## config.mk

```make
export PLATFORM = sky130hd
export DESIGN_NAME = mem_arbiter
export DESIGN_NICKNAME = d
export VERILOG_FILES = /design/src/rtl/mem_arbiter.sv
export SDC_FILE = /design/constraint.sdc
export NUM_CORES = 1
export LEC_CHECK = 0
export ABC_CLOCK_PERIOD_IN_PS = 1700
export CAP_MARGIN = 20
export CORE_MARGIN = 1.5
export CORE_UTILIZATION = 32
export CTS_BUF_LIST = sky130_fd_sc_hd__clkbuf_16
export DETAILED_ROUTE_END_ITERATION = 10
export PLACE_DENSITY = 0.86
export SYNTH_ARGS = -nofsm -noshare
export SYNTH_HDL_FRONTEND = slang
export SYNTH_SLANG_ARGS = --single-unit
```

## constraint.sdc

```tcl
create_clock -name clk -period 1.7 [get_ports clk]
set_clock_uncertainty 0.05 [all_clocks]
set_input_delay 0.34 -clock clk [delete_from_list [all_inputs] [get_ports clk]]
set_output_delay 0.34 -clock clk [all_outputs]
set_load 0.03 [all_outputs]
```

## src/rtl/mem_arbiter.sv

```systemverilog
// Arbiter sharing one variable-latency memory port between instruction fetch and data access.
// Each access runs IDLE -> REQ -> WAIT; a flushed fetch is aborted or has its response dropped.
module mem_arbiter #(
  parameter int DATA_WIDTH   = 32,
  parameter int STARVE_LIMIT = 4
) (
  input  logic                  clk,
  input  logic                  rst,
  input  logic                  if_req_i,
  input  logic [DATA_WIDTH-1:0] if_addr_i,
  input  logic                  if_flush_i,
  output logic [DATA_WIDTH-1:0] if_rdata_o,
  output logic                  if_valid_o,
  output logic                  if_stall_o,
  input  logic                  dm_req_i,
  input  logic                  dm_we_i,
  input  logic [DATA_WIDTH-1:0] dm_addr_i,
  input  logic [DATA_WIDTH-1:0] dm_wdata_i,
  input  logic [3:0]            dm_be_i,
  output logic [DATA_WIDTH-1:0] dm_rdata_o,
  output logic                  dm_valid_o,
  output logic                  dm_stall_o,
  output logic                  mem_req_o,
  output logic                  mem_we_o,
  output logic [DATA_WIDTH-1:0] mem_addr_o,
  output logic [DATA_WIDTH-1:0] mem_wdata_o,
  output logic [3:0]            mem_be_o,
  input  logic                  mem_gnt_i,
  input  logic                  mem_rvalid_i,
  input  logic [DATA_WIDTH-1:0] mem_rdata_i
);

  localparam int CW = $clog2(STARVE_LIMIT + 1);

  typedef enum logic [1:0] {IDLE = 2'd0, REQ = 2'd1, WAIT = 2'd2} state_t;
  typedef enum logic {OWN_DM = 1'b0, OWN_IF = 1'b1} owner_t;

  // Handshake: mem_req_o is held from REQ entry until the cycle mem_gnt_i is seen high;
  // exactly one mem_rvalid_i follows each grant, and it completes the access in WAIT.
  state_t                state;
  owner_t                owner;
  logic [CW-1:0]         starve_cnt;
  logic                  drop;
  logic                  req_q;
  logic                  we_q;
  logic [DATA_WIDTH-1:0] addr_q;
  logic [DATA_WIDTH-1:0] wdata_q;
  logic [3:0]            be_q;
  logic                  if_wins;
  logic                  resp_if;
  logic                  resp_dm;

  always_comb begin
    if_wins = if_req_i & (~dm_req_i | (starve_cnt == CW'(STARVE_LIMIT)));
    // A flush coinciding with the response also kills that fetch.
    resp_if = (state == WAIT) & mem_rvalid_i & (owner == OWN_IF) & ~drop & ~if_flush_i;
    resp_dm = (state == WAIT) & mem_rvalid_i & (owner == OWN_DM);
  end

  assign if_valid_o  = resp_if;
  assign dm_valid_o  = resp_dm;
  assign if_rdata_o  = resp_if ? mem_rdata_i : '0;
  assign dm_rdata_o  = resp_dm ? mem_rdata_i : '0;
  assign if_stall_o  = if_req_i & ~resp_if;
  assign dm_stall_o  = dm_req_i & ~resp_dm;
  assign mem_req_o   = req_q;
  assign mem_we_o    = we_q;
  assign mem_addr_o  = addr_q;
  assign mem_wdata_o = wdata_q;
  assign mem_be_o    = be_q;

  always_ff @(posedge clk) begin
    if (rst) begin
      state      <= IDLE;
      owner      <= OWN_DM;
      starve_cnt <= '0;
      drop       <= 1'b0;
      req_q      <= 1'b0;
      we_q       <= 1'b0;
      addr_q     <= '0;
      wdata_q    <= '0;
      be_q       <= 4'h0;
    end else begin
      case (state)
        IDLE: begin
          if (if_req_i | dm_req_i) begin
            state <= REQ;
            req_q <= 1'b1;
            if (if_wins) begin
              owner      <= OWN_IF;
              we_q       <= 1'b0;
              addr_q     <= if_addr_i;
              wdata_q    <= '0;
              be_q       <= 4'hF;
              starve_cnt <= '0;
            end else begin
              owner   <= OWN_DM;
              we_q    <= dm_we_i;
              addr_q  <= dm_addr_i;
              wdata_q <= dm_wdata_i;
              be_q    <= dm_be_i;
              if (if_req_i && starve_cnt != CW'(STARVE_LIMIT))
                starve_cnt <= starve_cnt + CW'(1);
            end
          end
        end
        REQ: begin
          if (mem_gnt_i) begin
            // A grant always stands; a simultaneous flush only marks the response for dropping.
            state <= WAIT;
            req_q <= 1'b0;
            drop  <= (owner == OWN_IF) & if_flush_i;
          end else if (owner == OWN_IF && if_flush_i) begin
            state <= IDLE;
            req_q <= 1'b0;
          end
        end
        WAIT: begin
          if (mem_rvalid_i) begin
            state <= IDLE;
            drop  <= 1'b0;
          end else if (owner == OWN_IF && if_flush_i) begin
            drop <= 1'b1;
          end
        end
        default: begin
          state <= IDLE;
          req_q <= 1'b0;
        end
      endcase
    end
  end

endmodule

```

==> impl_metrics.tcl, run 1 <==
set metrics [dict create \
    synthAdderAreaFrac_pct 1.61 \
    cts_inserted_buffers 9 \
    fin_crit_ns 2.20 \
    timing.hold.ws_ns 0.351 \
    hold_violations 0 \
    leakage_nw 3.47 \
    post_drt_via_cell_ratio 5.43 \
    ios 278 \
    combPwrFrac_pct 45.3 \
    p_switching_w 0.00281 \
    route.detailed.drc 0 \
    area_growth_pct 108 \
    die_w_um 113 \
    synth_xor_xnor_area_share_pct 0 \
    cts_tree "done" \
    nets 935 \
    clockBufferDepth 2 \
    synthCells 484 \
    peakVddDrop_uv 737 \
    worstSetupStartpointType "flop" \
    finalMaxSlewViolations 0 \
    synth_compound_area_share_pct 25.3 \
    utilization_pct 67.9 \
    fmax_ghz 0.455 \
    clockPowerShare_pct 24.4 \
    rsz0062_at_grt "yes" \
    synth_area_mm2 0.00389 \
    vias 5111 \
    antenna_found_initial 1 \
    reg2reg_depth 8 \
    holdBufCountCts 0 \
    swShare_pct 37.0 \
    outcome "complete, but fails checks" \
    stdcell_area_mm2 0.00809 \
    first_pass_iters 7 \
    r2r_start "state[0]$_SDFFE_PP0P_" \
    post-place-ws_ns -0.533 \
    cap_violations 0 \
    fp.coreArea_mm2 0.0119 \
    finalWirelength_um 18300 \
    track_usage_pct 25.8 \
    synth_cell_types 33 \
    die_h_um 113 \
    power.density_mw_per_mm2 940 \
    initial_core_util_pct 32.6 \
    port_buffers 277 \
    synth-seq-cells 77 \
    synthMuxAreaShare_pct 1.06 \
    cp.arrival_ns 1.81 \
    clock_latency_ns 0.33 \
    yosys.area_share.simple_pct 25.1 \
    failed_checks "negative setup slack" \
    overflow 0 \
    cp.required_ns 1.31 \
    routabilityCongestion 0.882 \
    p_seq_share_pct 30.3 \
    place_area_mm2 0.00695 \
    cp-end-kind "output port" \
    grt_max_degree 54 \
    clock-sinks 77 \
    min_period_over_period_pct 129 \
    drive_gt1_share_pct 30.9 \
    setup_viol 68 \
    synth_top_family_by_area "compound AO/OA/AOI/OAI gates" \
    hpwl_um 11200 \
    ant_nets 0 \
    cp-startpoint "state[0]$_SDFFE_PP0P_" \
    synth_area_per_cell_um2 8.03 \
    fillers 937 \
    critical_path.endpoint "if_rdata_o[1]" \
    p_int_w 0.00479 \
    clk_pin_slew_worst_paths_ns 0.06 \
    grt_first_pass_wirelength_um 26300 \
    first_global_vias 5037 \
    htreeDepth 3 \
    die_area_mm2 0.0128 \
    r2r-end "state[0]$_SDFFE_PP0P_" \
    setup_ws_ns -0.496 \
    slew_headroom_pct 75.2 \
    clockRootBuffer "clkbuf_16" \
    rrSetupSlack_ns 0.04 \
    wl_per_cell_um 19.4 \
    min_path_type "in -> reg" \
    crit_type "reg -> out" \
    syn-num-nets 629 \
    hold_depth 2 \
    drt-initial-drc-count 384 \
    yosysSeqAreaShare_pct 39.6 \
    rows 40 \
    path_max_fanout 16 \
    tightest_slew_ns 0.374 \
    yosysWarnings 0 \
]
## through the flow
stage	setup TNS (ns)	power [W]	instances
2_1_floorplan	-0.934	0.00399	484
3_3_place_gp	-35.95	0.00536	889
3_5_place_dp	-41.64	0.00547	889
4_1_cts	-27.01	0.00735	925
5_1_grt	-34.95	0.00795	942
6_report	-31.17	0.00760	942
## worst max-delay path: stages, from the launching register on
cell	delay, ns
dfxtp_2	0.32
inv_2	0.07
ha_4	0.15
nand2_4	0.06
nor4b_4	0.25
buf_4	0.20
buf_12	0.14
and2_4	0.15
buf_6	0.13
## area by class of cell
cell class | instances | area (µm²) | area share (%)
inverter | 6 | 22.5 | 0.278
multi-input combinational | 349 | 2340 | 28.9
antenna | 1 | 2.50 | 0.0309
clock buffer | 9 | 225 | 2.78
clock inverter | 6 | 56.3 | 0.696
sequential | 77 | 1550 | 19.2
timing repair buffer | 347 | 3710 | 45.9
tap | 147 | 184 | 2.27
## state kept, by name, summed over array words and instances (netlist names)
name and flops:
drop 1, mem_addr_o 32, starve_cnt 3, mem_be_o 4, mem_wdata_o 32, mem_req_o 1
state 2, owner 1, mem_we_o 1
## layout by cell type, fill, tap and decap left out, drive strengths merged, types with 2 or more instances in the layout
master,n
buf,138
clkdlybuf4s50,134
dfxtp,77
dlygate4sd2,72
and2,64
nor2,44
nand2,40
a21oi,36
o21ai,34
o211ai,33
a311oi,33
nand3,32
clkbuf,11
inv,7
nand2b,5
ha,5
a211oi,4
clkinv,4
mux2i,3
or3,2
nor2b,2
## power groups by stage
stage / clock network, W / registers [W] / logic [W]
after floorplan: 0 / 0.00293 / 0.00106
after global placement: 0 / 0.00232 / 0.00304
after detailed placement: 0 / 0.00235 / 0.00312
after CTS: 0.00188 / 0.00230 / 0.00317
after global routing: 0.00198 / 0.00234 / 0.00363
final: 0.00185 / 0.00230 / 0.00345
## cells in the mapped netlist
cell,count,share of area [%]
a41oi_1,1,0.23
a21boi_2,1,0.29
buf_4,4,0.77
o211ai_1,33,6.4
and2_1,64,10
mux2_2,1,0.29
dfxtp_1,77,40
or3_1,2,0.32
buf_2,23,3.0
o21a_1,1,0.19
a21oi_1,36,4.6
nand2b_1,5,0.80
nand4_1,1,0.16
nor3b_1,1,0.19
clkbuf_1,22,2.1
a311oi_1,33,7.4
mux2i_1,3,0.77
inv_1,6,0.58
nor2_1,44,4.2
nand3b_1,1,0.19
nor2b_1,2,0.32
a32oi_1,1,0.23
ha_1,5,1.6
a211oi_1,4,0.77
nand2_1,40,3.9
o21ai_0,28,3.6
a222oi_1,1,0.26
a221oi_1,1,0.23
buf_6,3,0.87
a21bo_1,1,0.26
nor4b_4,1,0.61
nand3_1,32,4.1
o21ai_1,6,0.77
## how the worst min path moves through the flow
stage / startpoint / to / slack [ns]
after CTS: rst / owner$_SDFFE_PP0P_ / 0.34
final: rst / starve_cnt[1]$_SDFFE_PP0P_ / 0.35
after global routing: rst / starve_cnt[1]$_SDFFE_PP0P_ / 0.36
after detailed placement: mem_wdata_o[24]$_SDFFE_PP0P_ / mem_wdata_o[24]$_SDFFE_PP0P_ / 0.40
after global placement: mem_wdata_o[28]$_SDFFE_PP0P_ / mem_wdata_o[28]$_SDFFE_PP0P_ / 0.39
after floorplan: starve_cnt[1]$_SDFFE_PP0P_ / starve_cnt[1]$_SDFFE_PP0P_ / 0.40
## cells by family (layout without fill, tap and decap cells)
| kind of cell | Yosys count | after routing |
|---|---|---|
| and+or+nand+nor | 193 | 193 |
| AOI/OAI and AO/OA | 147 | 147 |
| DFF | 77 | 77 |
| buffers and inverters | 58 | 368 |
| adders and majority gates | 5 | 5 |
| muxes | 4 | 4 |
| other | 0 | 1 |
## per-layer routing
layer | vias to the layer above | part of all wire [%] | global-route usage, %
met5 | - | 0 | 0
met4 | 0 | 3.9 | 11.5
met3 | 58 | 7.8 | 8.30
met2 | 269 | 50 | 45.7
met1 | 2443 | 39 | 28.3
li1 | 2341 | - | -
## what timing repair did
item	in CTS	in global routing
pin swaps	11	21
setup endpoints to repair	148	118
resized for setup	199	53
buffers inserted	12	15
gates cloned	9	3
Power figures use the tool's default switching activity.
==> run 2: changes to the inputs <==
- REMOVE_ABC_BUFFERS: unset -> 1
==> run 2 against run 1 <==
Compared with the run above: cell count increased by 0.11%; sequential share of layout area increased by 0.18 points; sequential power about the same; the flow still finishes with violations (negative setup slack); clock power increased by 12%; hold slack improved by 0.035 ns; count of clock-buffer cells in the layout unchanged; global-route usage decreased by 3.3 points; die area unchanged.
==> impl_metrics.tcl, run 2 (same netlist as run 1, synthesis figures left out) <==
set metrics [dict create \
    power.density_mw_per_mm2 962 \
    layout_commonest_cell "clkdlybuf4s50_1" \
    met3_usage_pct 5.52 \
    fin_tns_setup_ns -30.29 \
    htreeDepth 3 \
    clock_latency_ns 0.33 \
    cap_violations 0 \
    nets 936 \
    clockRootBuffer "clkbuf_16" \
    min_path_type "in -> reg" \
    use_met2_pct 38.5 \
    met1_usage_pct 27.8 \
    first_pass_iters 5 \
    crit_type "reg -> out" \
    path_max_fanout 6 \
    min_period_over_period_pct 129 \
    drive_gt1_share_pct 28.8 \
    clk_pin_slew_worst_paths_ns 0.06 \
    post_drt_via_cell_ratio 5.22 \
    setup_ws_ns -0.485 \
    routabilityCongestion 0.875 \
    initial_core_util_pct 32.6 \
    rows 40 \
    failed_checks "negative setup slack" \
    fp.coreArea_mm2 0.0119 \
    timing.hold.ws_ns 0.386 \
    cp-end-kind "output port" \
    fmax_ghz 0.458 \
    clock-sinks 77 \
    ant_nets 0 \
    die_w_um 113 \
    cp.required_ns 1.31 \
    route.detailed.drc 0 \
    cts_tree "done" \
    area_growth_pct 105 \
    rrSetupSlack_ns 0.05 \
    ios 278 \
    port_buffers 277 \
    die_h_um 113 \
    die_area_mm2 0.0128 \
    drt-initial-drc-count 455 \
    track_usage_pct 22.6 \
    antenna_found_initial 0 \
    overflow 0 \
    tightest_slew_ns 0.373 \
    finalWirelength_um 17100 \
    leakage_nw 3.46 \
    outcome "complete, but fails checks" \
    grt_first_pass_wirelength_um 23400 \
    first_global_vias 4528 \
    cp-startpoint "state[0]$_SDFFE_PP0P_" \
    setup_viol 68 \
    reg2reg_depth 7 \
    critical_path.endpoint "dm_rdata_o[14]" \
    r2r_start "starve_cnt[0]$_SDFFE_PP0P_" \
    peakVddDrop_uv 569 \
    vias 4918 \
    r2r-end "mem_addr_o[2]$_SDFFE_PP0P_" \
    rsz0062_at_grt "yes" \
    worstSetupStartpointType "flop" \
    hold_violations 0 \
    post-place-ws_ns -0.402 \
    clockBufferDepth 2 \
    antennaDiodeCount 0 \
    slew_headroom_pct 75.1 \
    busiest_layer "met2" \
    fillers 974 \
    stdcell_area_mm2 0.00799 \
    hpwl_um 10700 \
    grt_max_degree 42 \
    fin_crit_ns 2.18 \
    cts_inserted_buffers 9 \
    finalMaxSlewViolations 0 \
    power_w 0.00768 \
    most-common-layout-cells "clkdlybuf4s50_1, dfxtp_1, buf_6, dlygate4sd2_1, and2_4" \
    place_area_mm2 0.00696 \
    wl_per_cell_um 18.2 \
    cp.arrival_ns 1.79 \
]
run 2: changes by cell type in the layout (fill, tap and decap cells not counted), moves of 4 or more:
cell       before  now
and2_1          2   15
buf_4          31   44
and2_2         11    0
buf_6          79   71
buf_16          5    0
clkbuf_16      11   15
run 2: routing by layer:
metal / wire (µm) / vias up
met5: 0 / -
met4: 404 / 0
met3: 1230 / 33
met2: 8770 / 219
met1: 6750 / 2330
li1: - / 2336
run 2: power breakdown:
part	internal [W]	total (W)	switching, W
sequential	0.00213	0.00229	0.000155
combinational	0.00150	0.00331	0.00182
clock	0.00129	0.00208	0.000787
run 2: final cells by class:
| cell class | instances | area, µm² | share of cell area, % |
|---|---|---|---|
| Clock buffer | 9 | 225 | 2.82 |
| Clock inverter | 7 | 98.8 | 1.24 |
| Inverter | 6 | 22.5 | 0.282 |
| Multi-Input combinational cell | 349 | 2290 | 28.7 |
| Sequential cell | 77 | 1550 | 19.4 |
| Tap cell | 147 | 184 | 2.30 |
| Timing Repair Buffer | 348 | 3620 | 45.3 |
run 2: how the worst min path moves through the flow:
stage / slack (ns) / from / cells past startpoint / endpoint
after floorplan: 0.36 / rst / 1 / mem_wdata_o[0]$_SDFFE_PP0P_
after global placement: 0.39 / mem_wdata_o[24]$_SDFFE_PP0P_ / 2 / mem_wdata_o[24]$_SDFFE_PP0P_
after detailed placement: 0.39 / mem_wdata_o[19]$_SDFFE_PP0P_ / 2 / mem_wdata_o[19]$_SDFFE_PP0P_
after CTS: 0.37 / rst / 2 / mem_wdata_o[6]$_SDFFE_PP0P_
after global routing: 0.42 / mem_wdata_o[2]$_SDFFE_PP0P_ / 2 / mem_wdata_o[2]$_SDFFE_PP0P_
final: 0.39 / rst / 2 / mem_wdata_o[6]$_SDFFE_PP0P_
run 2: stage by stage:
stage / instances / util [%]
floorplan: 432 / -
global placement: 900 / 58.4
detailed placement: 900 / 58.4
CTS: 921 / 62.4
global route: 943 / 67.0
finish: 943 / 67.0
run 2: worst max-delay path: stages, from the launching register on:
cell,delay [ns]
dfxtp_2,0.32
inv_2,0.07
ha_4,0.15
nand2_4,0.05
buf_4,0.14
nor2_4,0.24
buf_2,0.20
and2_1,0.13
buf_4,0.15
run 2: what timing repair did:
item	in CTS	in global routing
endpoints found under the setup margin	142	123
hold buffers	0	0
pin swaps	6	13
buffers inserted	3	10
cloned	2	12
gates resized for setup	133	93
==> run 3: changes to the inputs <==
- REMOVE_ABC_BUFFERS: 1 -> unset
==> results of run 3 <==
The final DEF is identical to that of run 1; final timing and power are the same.
